$ cat config.mk
export PLATFORM = sky130hd
export DESIGN_NAME = l2_sum_serializer
export DESIGN_NICKNAME = d
export VERILOG_FILES = /design/src/rtl/l2_sum_serializer_pkg.sv /design/src/rtl/l2_sum_serializer.sv
export SDC_FILE = /design/constraint.sdc
export NUM_CORES = 1
export LEC_CHECK = 0
export ABC_AREA = 1
export BUFFER_PORTS_ARGS = -buffer_cell sky130_fd_sc_hd__buf_4
export CAP_MARGIN = 20
export CORE_MARGIN = 2
export CORE_UTILIZATION = 53
export CTS_BUF_LIST = sky130_fd_sc_hd__clkbuf_16
export DETAILED_ROUTE_END_ITERATION = 7
export GPL_ROUTABILITY_DRIVEN = 0
export PLACE_DENSITY_LB_ADDON = 0.25
export SETUP_SLACK_MARGIN = 0.15
export SLEW_MARGIN = 30
export SYNTH_ARGS = -nofsm -noshare
export SYNTH_HDL_FRONTEND = slang
export SYNTH_SLANG_ARGS = --single-unit
$ cat constraint.sdc
create_clock -name clk -period 2.55 [get_ports clk]
set_input_delay 0.1275 -clock clk [delete_from_list [all_inputs] [get_ports clk]]
set_output_delay 0.1275 -clock clk [all_outputs]
set_load 0.02 [all_outputs]
$ cat src/rtl/l2_sum_serializer_pkg.sv
// Shared definitions for the level-2 adder consumer of the convolution adder tree.
// Default widths and the serializer state encoding.
package l2_sum_serializer_pkg;

  localparam int L2_DATA_WIDTH = 17;
  localparam int L2_SUM_WIDTH  = L2_DATA_WIDTH + 1;
  localparam int L2_LANES      = 4;
  localparam int L2_IDX_W      = $clog2(L2_LANES);

  typedef enum logic {
    SER_IDLE = 1'b0,
    SER_SEND = 1'b1
  } ser_state_t;

endpackage

$ cat src/rtl/l2_sum_serializer.sv
// Captures a packed vector of level-2 sums and streams it out one lane per beat.
// Vectors arriving while a previous one is still draining are dropped and flagged.
module l2_sum_serializer
  import l2_sum_serializer_pkg::*;
#(
  parameter int DATA_WIDTH = L2_DATA_WIDTH,
  parameter int ARRAY_SIZE = L2_LANES
) (
  input  logic                                 clk,
  input  logic                                 reset,
  input  logic                                 in_valid,
  input  logic [(DATA_WIDTH+1)*ARRAY_SIZE-1:0] in_sums,
  output logic                                 in_ready,
  output logic                                 out_valid,
  input  logic                                 out_ready,
  output logic [DATA_WIDTH:0]                  out_data,
  output logic [$clog2(ARRAY_SIZE)-1:0]        out_index,
  output logic                                 out_last,
  output logic                                 overrun
);

  localparam int SW = DATA_WIDTH + 1;
  localparam int IW = $clog2(ARRAY_SIZE);
  localparam logic [IW-1:0] LAST_LANE = IW'(ARRAY_SIZE - 1);

  ser_state_t                   state_p0, state_nxt;
  logic [IW-1:0]                lane_p0, lane_nxt;
  logic [ARRAY_SIZE-1:0][SW-1:0] cap_p0;
  logic                         overrun_p0;
  logic                         xfer;
  logic                         capture;

  // Output stage: registered state through the lane mux only
  assign out_valid = (state_p0 == SER_SEND);
  assign out_last  = out_valid && (lane_p0 == LAST_LANE);
  assign out_index = lane_p0;
  assign out_data  = out_valid ? cap_p0[lane_p0] : '0;
  assign overrun   = overrun_p0;

  assign xfer     = out_valid && out_ready;
  // Accepting on the last-lane transfer is what allows back-to-back vectors without a bubble
  assign in_ready = !out_valid || (out_last && out_ready);
  assign capture  = in_valid && in_ready;

  always_comb begin
    state_nxt = state_p0;
    lane_nxt  = lane_p0;
    case (state_p0)
      SER_IDLE: begin
        if (in_valid) begin
          state_nxt = SER_SEND;
          lane_nxt  = '0;
        end
      end
      SER_SEND: begin
        if (xfer) begin
          if (out_last) begin
            lane_nxt  = '0;
            state_nxt = in_valid ? SER_SEND : SER_IDLE;
          end else begin
            lane_nxt = lane_p0 + 1'b1;
          end
        end
      end
      default: begin
        state_nxt = SER_IDLE;
        lane_nxt  = '0;
      end
    endcase
  end

  always_ff @(posedge clk or posedge reset) begin
    if (reset) begin
      state_p0   <= SER_IDLE;
      lane_p0    <= '0;
      overrun_p0 <= 1'b0;
    end else begin
      state_p0 <= state_nxt;
      lane_p0  <= lane_nxt;
      if (in_valid && !in_ready) begin
        overrun_p0 <= 1'b1;
      end
    end
  end

  // Capture stage: only written when a vector is accepted, so an overrun cannot corrupt it
  always_ff @(posedge clk or posedge reset) begin
    if (reset) begin
      cap_p0 <= '0;
    end else if (capture) begin
      cap_p0 <= in_sums;
    end
  end

endmodule

==> results of run 1 <==
[final timing paths]
| check | startpoint | end | slack, ns | cells past startpoint |
|---|---|---|---|---|
| hold / removal | in_sums[61] | cap_p0[61]$_DFFE_PP0P_ | 0.02 | 3 |
| setup reg to reg | out_index[0]$_DFFE_PP0P_ | cap_p0[21]$_DFFE_PP0P_ | 0.80 | 7 |
| setup / recovery | out_index[0]$_DFFE_PP0P_ | out_data[1] | 0.36 | 6 |
| hold reg to reg | cap_p0[31]$_DFFE_PP0P_ | cap_p0[31]$_DFFE_PP0P_ | 0.47 | 2 |
| min in group asynchronous | reset | cap_p0[10]$_DFFE_PP0P_ | 0.52 | 3 |
| max in group asynchronous | reset | cap_p0[40]$_DFFE_PP0P_ | 1.35 | 4 |
[cell type report]
type	instances	share of cell area
Multi-Input combinational cell	356	0.307
Tap cell	99	0.0251
Clock buffer	9	0.0457
Timing Repair Buffer	107	0.168
Clock inverter	7	0.00863
Sequential cell	76	0.386
Inverter	78	0.0594
[cells by family (layout without fill, tap and decap cells)]
family,count (synthesis),in the layout
AO/OA/AOI/OAI,22,22
adder cells (fa/ha/maj),1,1
buffers and inverters,113,201
flip-flops,76,76
AND/OR/NAND/NOR,333,333
[cells in the final DEF, fill, tap and decap left out, drive strengths merged]
cell / n
a21oi: 18
nand2: 224
ha: 1
o21bai: 1
clkinv: 4
inv: 78
nand3: 108
buf: 106
dfrtp: 76
nor2: 1
clkinvlp: 3
o21ai: 3
dlygate4sd3: 1
clkbuf: 9
[stage by stage]
stage	area, um2	std cells
4_1_cts	4930	732
6_report	4930	732
2_1_floorplan	3920	545
5_1_grt	4930	732
3_3_place_gp	4650	715
3_5_place_dp	4650	715
[per-layer routing]
layer / part of all wire / track usage
met4: 0.014 / 0.0846
met1: 0.45 / 0.406
met2: 0.45 / 0.410
met5: 0 / 0
met3: 0.088 / 0.0486
[sequential cells by signal, indices dropped and copies added, names as in the netlist]
name,count
cap_p0,72
overrun,1
out_index,2
out_valid,1
[timing repair]
| action | CTS | global route |
|---|---|---|
| hold endpoints to repair | 6 | 0 |
| hold buffers | 1 | 0 |
| buffers inserted | 0 | 0 |
[worst max-delay path, stage by stage (launching register included)]
cell     delay (ns)
dfrtp_1        0.35
buf_4          0.35
inv_2          0.34
nand2_1        0.16
nand3_1        0.12
a21oi_1        0.20
buf_4          0.19
[where the power goes]
| part | internal, uW | switching [uW] | leakage, uW | total, uW |
|---|---|---|---|---|
| clock network | 651 | 494 | 0.000121 | 1150 |
| registers | 1750 | 320 | 0.000943 | 2070 |
| logic | 1110 | 1920 | 0.00175 | 3020 |
==> out/summary.txt, run 1 <==
Run status: finished, final reports clean
Clk Latency, worst-skew pair: 0.34 ns
Hold Crit Class: input pin to register
Clock skew: 0.00671 ns
Hold WS: 0.0159 ns
Post-route ant nets: 0
Synth Area in Compound Gates: 0.0288
Antenna cells: 0
Hold Violations, Final: 0
Gates resized, CTS repair: 0
DR vias/cell: 5.19
Setup crit end kind: primary output
Sequential-to-total area share from yosys stat: 0.486
Wire length per cell: 14.4 um
Pwr/cell area: 1270 mW/mm2
Drt initial violations: 381
CTS tree: done
Fillcell total: 651
Core area: 0.00721 mm2
Syn-to-layout area delta: 26.0%
Max-cap violations: 0
Synth warn: 0
Post-route minimum period: 2.19 ns
Synth async-reset ratio: 1.00
Syn nets: 622
Dpl ws: 0.767 ns
Post-route DRC: 0
Tot Pwr: 6240 uW
Die Ht: 89.9 um
First-pass GRT wire length: 17700 um
CP startpoint kind: register
Register Area: 0.00190 mm2
Mux share of post-synthesis cell area: 0
Critical path fanouts, max: 38
Max Fclk: 0.457 GHz
First-pass iteration count of the detailed router: 6
Syn Std Cell Area: 0.00392 mm2
Worst setup slack after layout: 0.363 ns
Die Width: 89.9 um
Yosys reg bits: 76
Synth area leader: dfrtp_1
Library cells used by synthesis: 17
Clock Sinks: 76
Most frequent cell after synthesis: nand2_1
EDFF count, synth: 0
RSZ-0062 raised after global routing: false
Post-Route WL: 10500 um
# IOs: 100
Synth Area in XOR/XNOR: 0
Via count: 3799
Global Route Usage Sum: 0.273
Largest net degree at the start of global routing: 76
Slew HR: 0.446
Synth Area in Adders: 0.00320
Clock root buffer: clkbuf_16
Yosys top cell area share: 0.486
Initial antenna violation count: 0
Syn_area_per_cell: 7.18 um2
Static leakage: 0.00281 uW
Starting Density: 0.543
Die area: 0.00809 mm2
Commonest cells in the netlist: nand2_1 (223), nand3_1 (108), dfrtp_1 (76)
Max VDD drop: 734 uV
Critical path arrival: 2.06 ns
Final TNS setup: 0 ns
Placed wire-length estimate: 7600 um
Ratio of cells with drive above 1 in the final layout: 0.196
Final Max Tran Viols: 0
Grt total ovfl: 0
Nets: 705
Vias in the first global route: 3589
Buffers on Ports: 99
Util after Layout: 0.684
Worst-path clk slew: 0.06 ns
Clock Tree Buf Depth: 2
Commonest register cell after synthesis: dfrtp_1
Final setup fails: 0
H-tree depth: 3
Worst Tran Pin Value: 0.830 ns
# rows: 31
TritonCTS Buffers: 9
Synth Area in Simple Gates: 0.354
Synth top area cells: dfrtp_1 (49%), nand2_1 (21%), nand3_1 (14%)
Worst Path Required: 2.42 ns
Final Cycle Share: 0.857
Cell count after synthesis: 545
Largest family of logic cells by synthesized area: simple AND/OR/NAND/NOR gates
CP Class: register to primary output
Multi-input logic area: 0.00152 mm2
No activity file was read; power rests on OpenSTA's default activity.
==> run 2, diff against run 1 <==
--- a/config.mk
+++ b/config.mk
@@ -10,9 +10,10 @@
 export CAP_MARGIN = 20
 export CORE_MARGIN = 2
 export CORE_UTILIZATION = 53
-export CTS_BUF_LIST = sky130_fd_sc_hd__clkbuf_16
 export DETAILED_ROUTE_END_ITERATION = 7
 export GPL_ROUTABILITY_DRIVEN = 0
+export GPL_TIMING_DRIVEN = 1
+export HOLD_SLACK_MARGIN = 0.12
 export PLACE_DENSITY_LB_ADDON = 0.25
 export SETUP_SLACK_MARGIN = 0.15
 export SLEW_MARGIN = 30
==> out/summary.txt, run 2 (synthesis results as in run 1) <==
Run status: finished, final reports clean
Post-CTS Setup Bufs: 0
Post-route ant nets: 0
Clock skew: 0.00337 ns
Bufs and invs on worst path: 3
DR vias/cell: 5.11
First-pass iteration count of the detailed router: 5
Critical path fanouts, max: 38
Clock Tree Buf Depth: 2
Max-cap violations: 0
# hold bufs at CTS: 73
R2R Setup Slk: 0.78 ns
Slowest CP cell: dfrtp_1
CP startpoint kind: register
Clock root buffer: clkbuf_8
Final setup fails: 0
Max Fclk: 0.452 GHz
Worst Path Required: 2.42 ns
Post-Route WL: 11700 um
Syn-to-layout area delta: 42.6%
RSZ-0062 raised after global routing: false
Final Cycle Share: 0.868
Min-Delay Endpoint: out_index[0]$_DFFE_PP0P_
Setup crit end kind: primary output
HP Start: out_ready
CTS tree: done
FF-to-FF End: cap_p0[14]$_DFFE_PP0P_
Die Ht: 89.9 um
Starting Density: 0.543
Commonest non-fill, non-tap cell in the layout: nand2_1
Final Max Tran Viols: 0
Gates resized, CTS repair: 0
Crit path top cell by count: buf_4
H-tree depth: 3
Buffers on Ports: 99
# rows: 31
Critical path arrival: 2.09 ns
Static leakage: 0.00308 uW
Global Route Usage Sum: 0.302
Clk Latency, worst-skew pair: 0.35 ns
Drt initial violations: 365
Worst-path cell chain: buf_4 -> inv_2 -> nand2_1 -> nand3_1 -> a21oi_1 -> buf_4
Largest net degree at the start of global routing: 76
Ratio of cells with drive above 1 in the final layout: 0.180
Slew HR: 0.444
Initial antenna violation count: 0
TritonCTS Buffers: 9
CP Class: register to primary output
Largest delay share family, worst path: buffers and inverters
Hold Crit Class: input pin to register
Grt total ovfl: 0
Placed wire-length estimate: 7600 um
Antenna cells: 0
Nets: 777
Vias in the first global route: 3996
Max reg flops: 72
Core area: 0.00721 mm2
Worst-path clk slew: 0.08 ns
Final TNS setup: 0 ns
Die area: 0.00809 mm2
Util after Layout: 0.774
Crit-path max cell delay: 0.36 ns
Worst hold stages: 4
# IOs: 100
Die Width: 89.9 um
Post-route DRC: 0
Reg-to-reg startpoint: out_index[0]$_DFFE_PP0P_
Worst Tran Pin Value: 0.833 ns
First-pass GRT wire length: 19500 um
Post-route minimum period: 2.21 ns
Worst Reg-to-Reg Cells: 6
Max VDD drop: 968 uV
Via count: 4106
Most flops, register: cap_p0
Most frequent cells in the layout: nand2_1 (222), nand3_1 (108), buf_4 (104)
Hold Violations, Final: 0
Pwr/cell area: 1090 mW/mm2
Wire length per cell: 14.5 um
Clock Sinks: 76
==> run 2: cell types whose count changed in the layout (fill, tap and decap cells not counted) <==
cell,before,now
clkbuf_16,9,0
clkbuf_8,0,12
clkinv_1,4,1
dlygate4sd3_1,1,73
==> run 2: power by group <==
part	switching, uW	total [uW]	internal (uW)
Clock	454	891	437
Combinational	1970	3150	1180
Sequential	319	2070	1750
==> run 2: metrics by stage <==
stage	setup slack [ns]	std cells	cell area [um2]	hold WS (ns)	total power, uW
global placement	0.799	715	4650	0.339	5010
CTS	0.394	804	5580	0.133	6070
global route	0.194	804	5580	0.205	6550
finish	0.335	804	5580	0.139	6110
floorplan	0.484	545	3920	0.272	4070
detailed placement	0.767	715	4650	0.340	5080
==> run 2: area by class of cell <==
cell class,count,area (um2)
clock buffer,12,165
clock inverter,4,31.3
fill,548,1630
inverter,78,293
multi-input combinational,356,1520
sequential,76,1900
tap,99,124
timing repair buffer,179,1550
==> run 2: worst max path at each step <==
stage               slack, ns  cells after the start                startpoint               endpoint
floorplan                0.48                      1                     reset  cap_p0[0]$_DFFE_PP0P_
global placement         0.80                      6  out_index[0]$_DFFE_PP0P_            out_data[1]
detailed placement       0.77                      6  out_index[0]$_DFFE_PP0P_            out_data[1]
CTS                      0.39                      6  out_index[0]$_DFFE_PP0P_            out_data[1]
global route             0.19                      6  out_index[0]$_DFFE_PP0P_            out_data[5]
finish                   0.34                      6  out_index[0]$_DFFE_PP0P_            out_data[1]
==> run 2: worst register-to-register path, stage by stage, from the launching register on <==
cell and delay (ns):
dfrtp_1 0.36, ha_1 0.21, nand2_1 0.08, nand2_2 0.07, buf_4 0.57, nand3_1 0.27, nand2_1 0.14
==> run 2: layer usage <==
metal  GRT usage  routed length (um)
met3      0.0578                 974
met4       0.123                 314
met2       0.471                5380
met5           0                   0
met1       0.420                4980
